<file path="src/rtl/pc_unit.sv">
// pc_unit: program counter with next-PC selection and a circular return-address stack
module pc_unit #(
  parameter int XLEN = 32,
  parameter logic [XLEN-1:0] RESET_VECTOR = 32'h0000_0000,
  parameter int RAS_DEPTH = 4,
  localparam int CW = $clog2(RAS_DEPTH + 1)
) (
  input  logic            clk,
  input  logic            reset,
  input  logic            stall,
  input  logic            redirect_valid,
  input  logic [XLEN-1:0] redirect_target,
  input  logic            call,
  input  logic            ret,
  output logic [XLEN-1:0] pc,
  output logic [XLEN-1:0] pc_plus4,
  output logic [XLEN-1:0] ras_top,
  output logic [CW-1:0]   ras_count,
  output logic            misalign,
  output logic            ras_underflow
);
  localparam int PW = $clog2(RAS_DEPTH);
  localparam logic [CW-1:0] FULL = CW'(RAS_DEPTH);
  logic [XLEN-1:0] pc_q, pc_d;
  logic [XLEN-1:0] ras_q [RAS_DEPTH];
  logic [XLEN-1:0] ras_d [RAS_DEPTH];
  logic [PW-1:0]   ptr_q, ptr_d, top_idx;
  logic [CW-1:0]   count_q, count_d;
  logic            misalign_q, misalign_d, underflow_q, underflow_d;
  logic            has, push, repl, pop;
  assign has      = count_q != '0;
  assign top_idx  = ptr_q - 1'b1;
  // call+ret on an empty stack degenerates to a plain push
  assign push     = !stall && call && (!ret || !has);
  assign repl     = !stall && call && ret && has;
  assign pop      = !stall && ret && !call && has;
  assign pc_plus4 = pc_q + XLEN'(4);
  assign ras_top  = has ? ras_q[top_idx] : '0;
  assign pc            = pc_q;
  assign ras_count     = count_q;
  assign misalign      = misalign_q;
  assign ras_underflow = underflow_q;
  always_comb begin
    pc_d        = redirect_valid ? {redirect_target[XLEN-1:2], 2'b00} :
                  stall ? pc_q : (ret && has) ? ras_top : pc_plus4;
    misalign_d  = redirect_valid ? |redirect_target[1:0] : misalign_q;
    underflow_d = !stall && ret && !call && !has;
    ptr_d       = push ? ptr_q + 1'b1 : pop ? top_idx : ptr_q;
    count_d     = push ? ((count_q == FULL) ? count_q : count_q + 1'b1) :
                  pop ? count_q - 1'b1 : count_q;
    ras_d       = ras_q;
    if (push || repl) ras_d[push ? ptr_q : top_idx] = pc_plus4;
  end
  always_ff @(posedge clk or posedge reset) begin
    if (reset) begin
      pc_q        <= RESET_VECTOR;
      ptr_q       <= '0;
      count_q     <= '0;
      misalign_q  <= 1'b0;
      underflow_q <= 1'b0;
      ras_q       <= '{default: '0};
    end else begin
      pc_q        <= pc_d;
      ptr_q       <= ptr_d;
      count_q     <= count_d;
      misalign_q  <= misalign_d;
      underflow_q <= underflow_d;
      ras_q       <= ras_d;
    end
  end
endmodule

</file>
<file path="config.mk">
export PLATFORM = sky130hd
export DESIGN_NAME = pc_unit
export DESIGN_NICKNAME = d
export VERILOG_FILES = /design/src/rtl/pc_unit.sv
export SDC_FILE = /design/constraint.sdc
export NUM_CORES = 1
export LEC_CHECK = 0
export ABC_AREA = 1
export CORE_MARGIN = 8
export CORE_UTILIZATION = 50
export CTS_CLUSTER_DIAMETER = 120
export DETAILED_ROUTE_END_ITERATION = 16
export GPL_TIMING_DRIVEN = 0
export MAX_ROUTING_LAYER = met4
export PLACE_DENSITY_LB_ADDON = 0.12
export SLEW_MARGIN = 20
export SYNTH_ARGS = -nofsm -noshare
export SYNTH_HDL_FRONTEND = slang
export SYNTH_SLANG_ARGS = --single-unit
</file>
<file path="constraint.sdc">
create_clock -name clk -period 11.55 [get_ports clk]
set_input_delay 1.7325 -clock clk [delete_from_list [all_inputs] [get_ports clk]]
set_output_delay 1.7325 -clock clk [all_outputs]
set_load 0.05 [all_outputs]
</file>
==> results.yml <==
sta:
  timing.setup.tns_ns: 0
  tightest_slew_ns: 0.968
  hold_viol: 0
  min_period_ns: 5.25
  setup_viol: 0
  clock.fmax_ghz: 0.190
  fin_ws_ns: 6.30
  drv_slew: 0
  rsz0062_at_grt: "no"
  worst_slew_margin_rel_pct: 35.2
  timing.final.crit_share_pct: 45.5
  fin_skew_ns: 0.0171
global_route:
  antenna_found_initial: 0
  grt_overflow_total: 0
  grt_pass1_vias: 8899
  track_usage_pct: 29.9
  grt_max_degree: 86
  grt_pass1_wl_mm: 50.0
worst_setup_path:
  crit_family: "buffers and inverters"
  reg2regPathDepth: 8
  worstSetupPathType: "reg2out"
  crit_buf_inv: 4
  critPathCaptureType: "primary output"
  startpoint_type: "flop"
  critPathMaxFanout: 10
  slowest_delay_ns: 0.84
  crit_chain: "inv_2, nand2_2, inv_1, buf_1, a22oi_1, a21oi_1, clkdlybuf4s50_1"
  crit_arrival_ns: 3.52
  slowest_stage: "clkdlybuf4s50_1"
  cp.required_ns: 9.82
  cp.depth: 7
route:
  firstDrtPassIters: 6
  drc: 0
  drtAntennaViolNets: 0
  drt-initial-drc-count: 1077
  drt-total-wl_mm: 32.2
  vias: 9316
  viasPerCell: 5.51
  wl_per_cell_um: 19.0
logic_synthesis:
  synth_cell_type_count: 33
  syn-instance-count: 1291
  yosysSeqAreaShare_pct: 46.3
  ys_ff_latch: 167
  yosys_warnings: 0
  syn_area_per_cell_um2: 6.99
  synth.net_count: 1331
  syn_area_mm2: 0.00902
final_layout:
  syn_to_final_growth_pct: 26.2
  fill_cells: 1645
  fin_nets: 1488
  diodes: 0
  multi_input_area_mm2: 0.00431
  fin_util_pct: 63.8
  layout-drive-gt1-share_pct: 6.30
  seqCellArea_mm2: 0.00418
power_and_ir_drop:
  power.leakage_nw: 5.81
  ir_drop_uv: 247
  power_density_mw_per_mm2: 316
cts:
  cts_made_buffers: 17
  h-tree-depth: 4
  cts_resized: 0
  root_buffer: "clkbuf_16"
  clk_pin_slew_ns: 0.07
  clock_path_buffers: 2
  cts_num_sinks: 167
  clk_latency_ns: 0.44
  ctsHoldBuffers: 0
  postCtsSetupRepairBufs: 0
  cts_tree: "done"
outcome:
  outcome: "completed"
placed_design:
  portBuffers: 137
  dp_hpwl_mm: 22.5
  pre_cts_ws_ns: 6.80
  place_congestion: 0.956
floorplanning:
  initial_core_util_pct: 50.6
  die_x_um: 150
  top_level_ports: 139
  rows: 49
  dieHeight_um: 150
  coreArea_mm2: 0.0178
  die_area_mm2: 0.0226
job:
  max_cap_violations: 0
worst_hold_path:
  hold_class: "reg2reg"
  holdPathStages: 2
cell type report:
cell class,instances,area share (%)
inverters,62,2.11
well taps,229,2.52
clock inverters,13,1.89
repair buffers,138,12.3
multi-input cells,1002,37.8
plain buffers,60,2.66
flip-flops and latches,167,36.7
clock buffers,19,3.98
state kept, by name, summed over array words and instances, names as in the netlist:
register	flops
pc	32
ras_count	3
ras_q	128
ras_underflow	1
misalign	1
ptr_q	2
stage by stage:
step | power, mW | instance area (um^2) | std cells | hold WS [ns]
floorplan | 2.26 | 9020 | 1291 | 0.441
global route | 3.79 | 11400 | 1690 | 0.498
finish | 3.60 | 11400 | 1690 | 0.474
global placement | 2.90 | 10700 | 1657 | 0.454
detailed placement | 2.93 | 10700 | 1658 | 0.458
CTS | 3.59 | 11400 | 1690 | 0.476
per-layer routing:
layer / global-route usage, % / vias up / share of wire [%]
li1: - / 4343 / -
met1: 39.2 / 4372 / 42
met2: 44.1 / 520 / 45
met3: 5.95 / 81 / 9.9
met4: 13.7 / 0 / 3.5
met5: - / - / 0
power breakdown:
| group | leakage (nW) | switching, mW | internal (mW) | total (mW) |
|---|---|---|---|---|
| logic | 3.38 | 1.38 | 0.584 | 1.96 |
| registers | 2.11 | 0.171 | 0.813 | 0.984 |
| clock network | 0.318 | 0.256 | 0.398 | 0.655 |
| total | 5.81 | 1.81 | 1.80 | 3.60 |
worst register-to-register path, stage by stage, from the launching register on:
cell and delay, ns:
dfrtp_1 0.43, nor2_1 0.08, nand2_2 0.09, nand2_2 0.12, nor2_1 0.66, clkbuf_1 0.65
a31oi_1 0.21, nand2_1 0.11, nand2_1 0.05
cell families after synthesis:
family          after synthesis  share of synthesized area, %
simple gates                846                          36.8
flops                       167                          46.3
compound gates              136                          8.46
buf+inv                     122                          5.94
xor+xnor                     18                          2.16
fa+ha+maj                     2                         0.277
path summary, 6_finish.rpt:
path                         startpoint           to  slack (ns)
setup / recovery               ptr_q[1]  ras_top[22]        6.30
hold / removal                 ras_q[7]     ras_q[7]        0.47
setup reg to reg           ras_count[1]       pc[23]        9.04
hold reg to reg                ras_q[7]     ras_q[7]        0.47
max in group asynchronous         reset    ras_q[22]        8.92
min in group asynchronous         reset     misalign        1.78
cells in the mapped netlist, drive strengths merged:
cell type / instances / area [um^2]
nand2: 702 / 2650
xnor2: 6 / 52.6
inv: 62 / 233
or2: 7 / 43.8
o211ai: 5 / 37.5
and2: 2 / 12.5
buf: 35 / 209
xor2: 12 / 143
a22o: 2 / 17.5
dfrtp: 167 / 4180
a21oi: 86 / 430
o21ai: 17 / 92.6
o221ai: 2 / 17.5
clkbuf: 25 / 93.8
nand3b: 8 / 60.1
nand4: 4 / 25.0
nand3: 35 / 175
a22oi: 11 / 82.6
nor3: 1 / 5.00
nor3b: 1 / 7.51
a31oi: 10 / 62.6
ha: 2 / 25.0
o21bai: 3 / 22.5
nor2: 86 / 348
layout by cell type, fill, tap and decap left out, types with 4 or more instances in the layout:
cell	synthesis	layout
a21oi_1	86	86
a22oi_1	11	11
a31oi_1	10	10
buf_2	20	20
buf_4	11	11
bufinv_16	0	5
clkbuf_1	25	25
clkbuf_16	0	17
clkdlybuf4s50_1	0	137
dfrtp_1	167	167
inv_1	58	57
inv_2	4	4
nand2_1	697	697
nand2_2	5	5
nand3_1	35	35
nand3b_1	8	8
nand4_1	4	4
nor2_1	80	80
nor2_2	4	4
o211ai_1	5	5
o21ai_0	15	15
or2_2	7	7
xnor2_1	6	6
xor2_1	10	10
(Power assumes the default switching activity.)
